==> src/rtl/dffram_arbiter.sv <==
// Two-port (instruction/data) arbiter in front of a single-port DFF RAM with one-cycle read latency.
// Define DFFRAM_ARB_PERF_EN to build the saturating request-contention counter.
module dffram_arbiter #(
   parameter int unsigned ADDR_W = 12
) (
   input  logic              clk_i,
   input  logic              rst_ni,
   input  logic              instr_req_i,
   input  logic [31:0]       instr_addr_i,
   output logic              instr_gnt_o,
   output logic              instr_rvalid_o,
   output logic [31:0]       instr_rdata_o,
   input  logic              data_req_i,
   input  logic              data_we_i,
   input  logic [3:0]        data_be_i,
   input  logic [31:0]       data_addr_i,
   input  logic [31:0]       data_wdata_i,
   output logic              data_gnt_o,
   output logic              data_rvalid_o,
   output logic [31:0]       data_rdata_o,
   output logic              ram_en_o,
   output logic [3:0]        ram_we_o,
   output logic [ADDR_W-1:0] ram_a_o,
   output logic [31:0]       ram_di_o,
   input  logic [31:0]       ram_do_i,
   output logic [15:0]       conflict_cnt_o
);

   typedef enum logic {
      PORT_DATA  = 1'b0,
      PORT_INSTR = 1'b1
   } port_e;

   port_e prio_q, prio_d;
   port_e rsp_port_q;
   logic  rsp_valid_q;
   logic  unused_addr;

   // Grants are held off during reset so nothing reaches the RAM while state is cleared.
   always_comb begin
      instr_gnt_o = 1'b0;
      data_gnt_o  = 1'b0;
      if (rst_ni) begin
         if (instr_req_i && data_req_i) begin
            if (prio_q == PORT_DATA) data_gnt_o  = 1'b1;
            else                     instr_gnt_o = 1'b1;
         end else begin
            instr_gnt_o = instr_req_i;
            data_gnt_o  = data_req_i;
         end
      end

      prio_d = prio_q;
      if (data_gnt_o)       prio_d = PORT_INSTR;
      else if (instr_gnt_o) prio_d = PORT_DATA;

      ram_en_o = instr_gnt_o | data_gnt_o;
      ram_a_o  = data_gnt_o ? data_addr_i[ADDR_W+1:2] : instr_addr_i[ADDR_W+1:2];
      ram_we_o = (data_gnt_o && data_we_i) ? data_be_i : '0;
      ram_di_o = data_wdata_i;
   end

   always_ff @(posedge clk_i or negedge rst_ni) begin
      if (!rst_ni) begin
         prio_q      <= PORT_DATA;
         rsp_valid_q <= 1'b0;
         rsp_port_q  <= PORT_DATA;
      end else begin
         prio_q      <= prio_d;
         rsp_valid_q <= ram_en_o;
         if (ram_en_o) rsp_port_q <= data_gnt_o ? PORT_DATA : PORT_INSTR;
      end
   end

   assign instr_rvalid_o = rsp_valid_q && (rsp_port_q == PORT_INSTR);
   assign data_rvalid_o  = rsp_valid_q && (rsp_port_q == PORT_DATA);
   assign instr_rdata_o  = ram_do_i;
   assign data_rdata_o   = ram_do_i;

   // Byte offset and bits above the RAM window are ignored; addresses alias.
   assign unused_addr = ^{instr_addr_i[31:ADDR_W+2], instr_addr_i[1:0],
                          data_addr_i[31:ADDR_W+2], data_addr_i[1:0]};

`ifdef DFFRAM_ARB_PERF_EN
   logic [15:0] conflict_q;

   always_ff @(posedge clk_i or negedge rst_ni) begin
      if (!rst_ni) begin
         conflict_q <= '0;
      end else if (instr_req_i && data_req_i && (conflict_q != '1)) begin
         conflict_q <= conflict_q + 16'd1;
      end
   end

   assign conflict_cnt_o = conflict_q;
`else
   assign conflict_cnt_o = '0;
`endif

endmodule
==> config.mk <==
export PLATFORM = sky130hd
export DESIGN_NAME = dffram_arbiter
export DESIGN_NICKNAME = d
export VERILOG_FILES = /design/src/rtl/dffram_arbiter.sv
export SDC_FILE = /design/constraint.sdc
export NUM_CORES = 1
export LEC_CHECK = 0
export ABC_AREA = 1
export CAP_MARGIN = 10
export CORE_AREA = 2 2 106 108
export CTS_CLUSTER_SIZE = 24
export DETAILED_ROUTE_END_ITERATION = 16
export DIE_AREA = 0 0 108 110
export GPL_TIMING_DRIVEN = 1
export PLACE_DENSITY_LB_ADDON = 0.05
export SLEW_MARGIN = 20
export SYNTH_ARGS = -nofsm -noshare
export SYNTH_HDL_FRONTEND = slang
export SYNTH_SLANG_ARGS = --single-unit
==> constraint.sdc <==
create_clock -name clk_i -period 1.33 [get_ports clk_i]
set_input_delay 0.266 -clock clk_i [delete_from_list [all_inputs] [get_ports clk_i]]
set_output_delay 0.266 -clock clk_i [all_outputs]
set_load 0.02 [all_outputs]
== After elaboration in Yosys (flattened, before gate mapping) ==
Index checks and enable logic that the tools add are counted.
W data, S select, Z words.
Storage, ports and cells
  register bits after elaboration: 3
  bits in writable memories: 0
  memories kept: 0
  bits in read-only memories: 0
  input port bits: 137
  logic and storage cells: 21
  output and inout port bits: 133
  latch bits: 0
Operators by class
  div/mod/pow operators: 0
  order comparisons: 0
  $mul: 0
  bitwise gates (word level): 2
  add/subtract/negate cells: 0
  mux-type cells: 11
  reductions and logical operators: 5
  shift-type cells: 0
  equal/unequal tests: 0
Operators by type and width (number)
  $mux W12: 1
  $mux W1: 9
  $logic_and A1 B1 Y1: 4
  $mux W4: 1
  $reduce_bool A2 Y1: 1
  $not A1 Y1: 1
  $or A1 B1 Y1: 1

== Logic depth before layout (Yosys ltp) ==
  word-level depth: 5
  mapped depth: 6
  depth with buffers taken out: 5

== Worst setup path after synthesis ==
No wires, ideal clock.
  path kind: reg2out
  from: register prio_q
  to: output port ram_we_o[0]
  setup slack: 0.152 ns
  buffers on the path: 0
  cell stages (with the launch flop): 4
  data required time: 1.064 ns
  data arrival time: 0.912 ns
  cells stage by stage: dfrtp_1 -> nand2_2 -> nand3_1 -> nor2_1
Between the ends
  longest elaborated chain between the ends: 5
Ends and longest elaborated chain
  from (decl): RTL line 34  | port_e prio_q, prio_d;
  from (signal assigned): RTL line 69  | prio_q <= prio_d;
  $mux W1: RTL line 45  | if (prio_q == PORT_DATA) data_gnt_o = 1'b1;
  $mux W1: RTL line 44  | if (instr_req_i && data_req_i) begin
  $mux W1: RTL line 43  | if (rst_ni) begin
  $logic_and A1 B1 Y1: RTL line 59  | ram_we_o = (data_gnt_o && data_we_i) ? data_be_i : '0;
  $mux W4: RTL line 59
  to (decl): RTL line 22  | output logic [3:0] ram_we_o,
Every way passes these cells.

== Worst setup path after layout ==
Same ends and word-level chain as after synthesis.

==> reports/metrics.cfg <==
[route]
top_layer = met4
wl_met3_um = 423
via_count = 825
dr.pass1.iters = 2
drc_errors = 0
wl_um = 3032
wl_per_cell_um = 9.974
drt-met1-wl_um = 1132
drtIter0Drc = 30
drtAntennaViolNets = 0
wl_met2_um = 1342
vias_per_cell = 2.714

[worst_setup_path]
crit_fanout = 4
crit_start = prio_q
critPathKind = reg2out
arrival_ns = 1.26
critPathSlowestCell = dfrtp_1
timing.rr.start = prio_q
ff2ff_path_depth = 9
cp_slowest_stage_delay_ns = 0.40
crit_required_ns = 1.06
worst_setup_path_start_kind = flop
end_kind = output pin
ff2ff_setup_slack_ns = 0.09
r2r-end = rsp_port_q
cp_cell_sequence = nand2_4 -> buf_12 -> nand3_4 -> nor2_2 -> buf_6

[clock_network]
cts_hold_buffers = 0
cts_htree_levels = 1
clock-sinks = 3
clockBufferDepth = 2
cts_tree = done
path_clk_slew_ns = 0.03
cts_made_buffers = 3
cts-root-buf = clkbuf_8
clkLatencyLatePin_ns = 0.22

[place]
post-dp-hpwl_um = 2294
place_area_um2 = 1224
gp_congestion = 0.6807
preCtsSetupSlack_ns = -0.8733
portBuffers = 53

[die]
die_w_um = 108
die_h_um = 110
design.die.area_um2 = 11880
core_area_um2 = 10700
start_util_pct = 11.71
io_pins = 270
rows = 38

[grt]
grtUsageTotal_pct = 5.025
antenna_found_initial = 0
grt_pass1_wl_um = 4498
grt_pass1_vias = 839
grt_overflow = 0
grt_max_degree = 11

[sta]
rsz0062_at_grt = yes
final.setup.tns_ns = -2.543
hold_viol = 0
slew_viol_final = 0
hold_slack_ns = 0.08515
fmax_mhz = 657.0
clock_skew_ns = 0.004421
setup_slack_ns = -0.1920
post-route-period-util_pct = 114.4
setup_violations = 18
period_needed_ns = 1.522

[logic_synthesis]
yosysUniqueCellTypes = 13
syn-cell-area_um2 = 1252
synth_seq_cells = 3
ys_seq_area_share_pct = 5.994
synth_area_per_cell_um2 = 6.844
synth_cells = 183
yosysWarnings = 0

[layout]
nets = 302
syn_to_final_growth_pct = 22.38
finalInstanceArea_um2 = 1533
diodes = 0
drive_gt1_share_pct = 46.95

[power]
irDropWorstVdd_uv = 203.5
leakagePower_uw = 0.0007217
p_per_area_nw_per_um2 = 617.7
p_total_uw = 946.7

[min_path]
hp-class = in2async

[run_status]
outcome = finished, violations left
violations = negative setup slack

[job]
cap_violations = 0

==> Yosys cell counts <==
cell type  instances  share of area (%)
buf_12             1                1.6
buf_2              1               0.40
buf_4            113                 68
clkinv_4           1               0.70
conb_1             1               0.30
dfrtp_1            3                6.0
inv_1             10                3.0
nand2_1           22                6.6
nand2_2           10                5.0
nand2_4            1               0.90
nand3_1           14                5.6
nor2_1             5                1.5
o21ai_2            1               0.70
==> power by group <==
group	switching, uW	leakage (uW)	internal, uW
Combinational	275	0.000663	295
Clock	60.5	0.0000228	204
Sequential	8.94	0.0000361	103
Total	344	0.000722	602
==> critical path: cells and delay by family, from the launching register on <==
| family | cells | cell delay, ns |
|---|---|---|
| buf+inv | 2 | 0.25 |
| flops | 1 | 0.40 |
| simple gates | 3 | 0.39 |
==> routing by layer <==
metal  up-vias  GRT usage, %
li1        383             -
met1       351         5.360
met2        63         8.086
met3        28         2.116
met4         0         3.480
met5         -             0
==> kinds of logic after synthesis <==
logic type	synth area share, %
buf+inv	73.43
simple gates	19.58
flops	5.994
compound gates	0.6994
other cells	0.2994
==> placed cells by master, fill, tap and decap left out, types with 2 or more instances in the layout <==
cell and count:
buf_8 2, nand2_1 13, nor2_2 2, buf_6 17
nand3_1 12, nand2_4 4, nor2_4 2, nand2_2 15
dfrtp_1 3, clkdlybuf4s15_1 3, inv_1 8, clkdlybuf4s50_1 29
inv_2 2, clkbuf_8 3, conb_1 16, nand2_8 2
buf_4 20, buf_12 3
==> final cells by class <==
| cell class | instances | area, um2 |
|---|---|---|
| clock buffers | 4 | 45.04 |
| fillers | 1235 | 9165 |
| inverters | 11 | 48.80 |
| multi-input cells | 70 | 422.9 |
| flip-flops and latches | 3 | 75.07 |
| well taps | 140 | 175.2 |
| repair buffers | 76 | 765.7 |
==> what timing repair did <==
action                     in CTS  in global routing
gates cloned                    1                  0
resized for setup             121                 32
setup buffers                  10                  2
setup endpoints to repair      21                 20
pin swaps                       6                  4
==> how the worst max path moves through the flow <==
stage / slack (ns) / endpoint / depth (start not counted)
after global routing: -0.25 / ram_we_o[2] / 5
final: -0.19 / ram_we_o[0] / 5
after global placement: -0.88 / ram_a_o[11] / 6
after floorplan: 0.15 / ram_we_o[0] / 3
after CTS: -0.21 / ram_a_o[9] / 5
after detailed placement: -0.87 / ram_a_o[11] / 6
==> state kept, by name, summed over array words and instances, names as in the netlist <==
signal       cells
prio_q           1
rsp_port_q       1
rsp_valid_q      1
==> through the flow <==
stage	std cells	util (%)
3_5_place_dp	287	11.44
5_1_grt	304	14.33
3_3_place_gp	287	11.44
6_report	304	14.33
4_1_cts	302	13.33
2_1_floorplan	198	-
No activity file was read; power rests on OpenSTA's default activity.
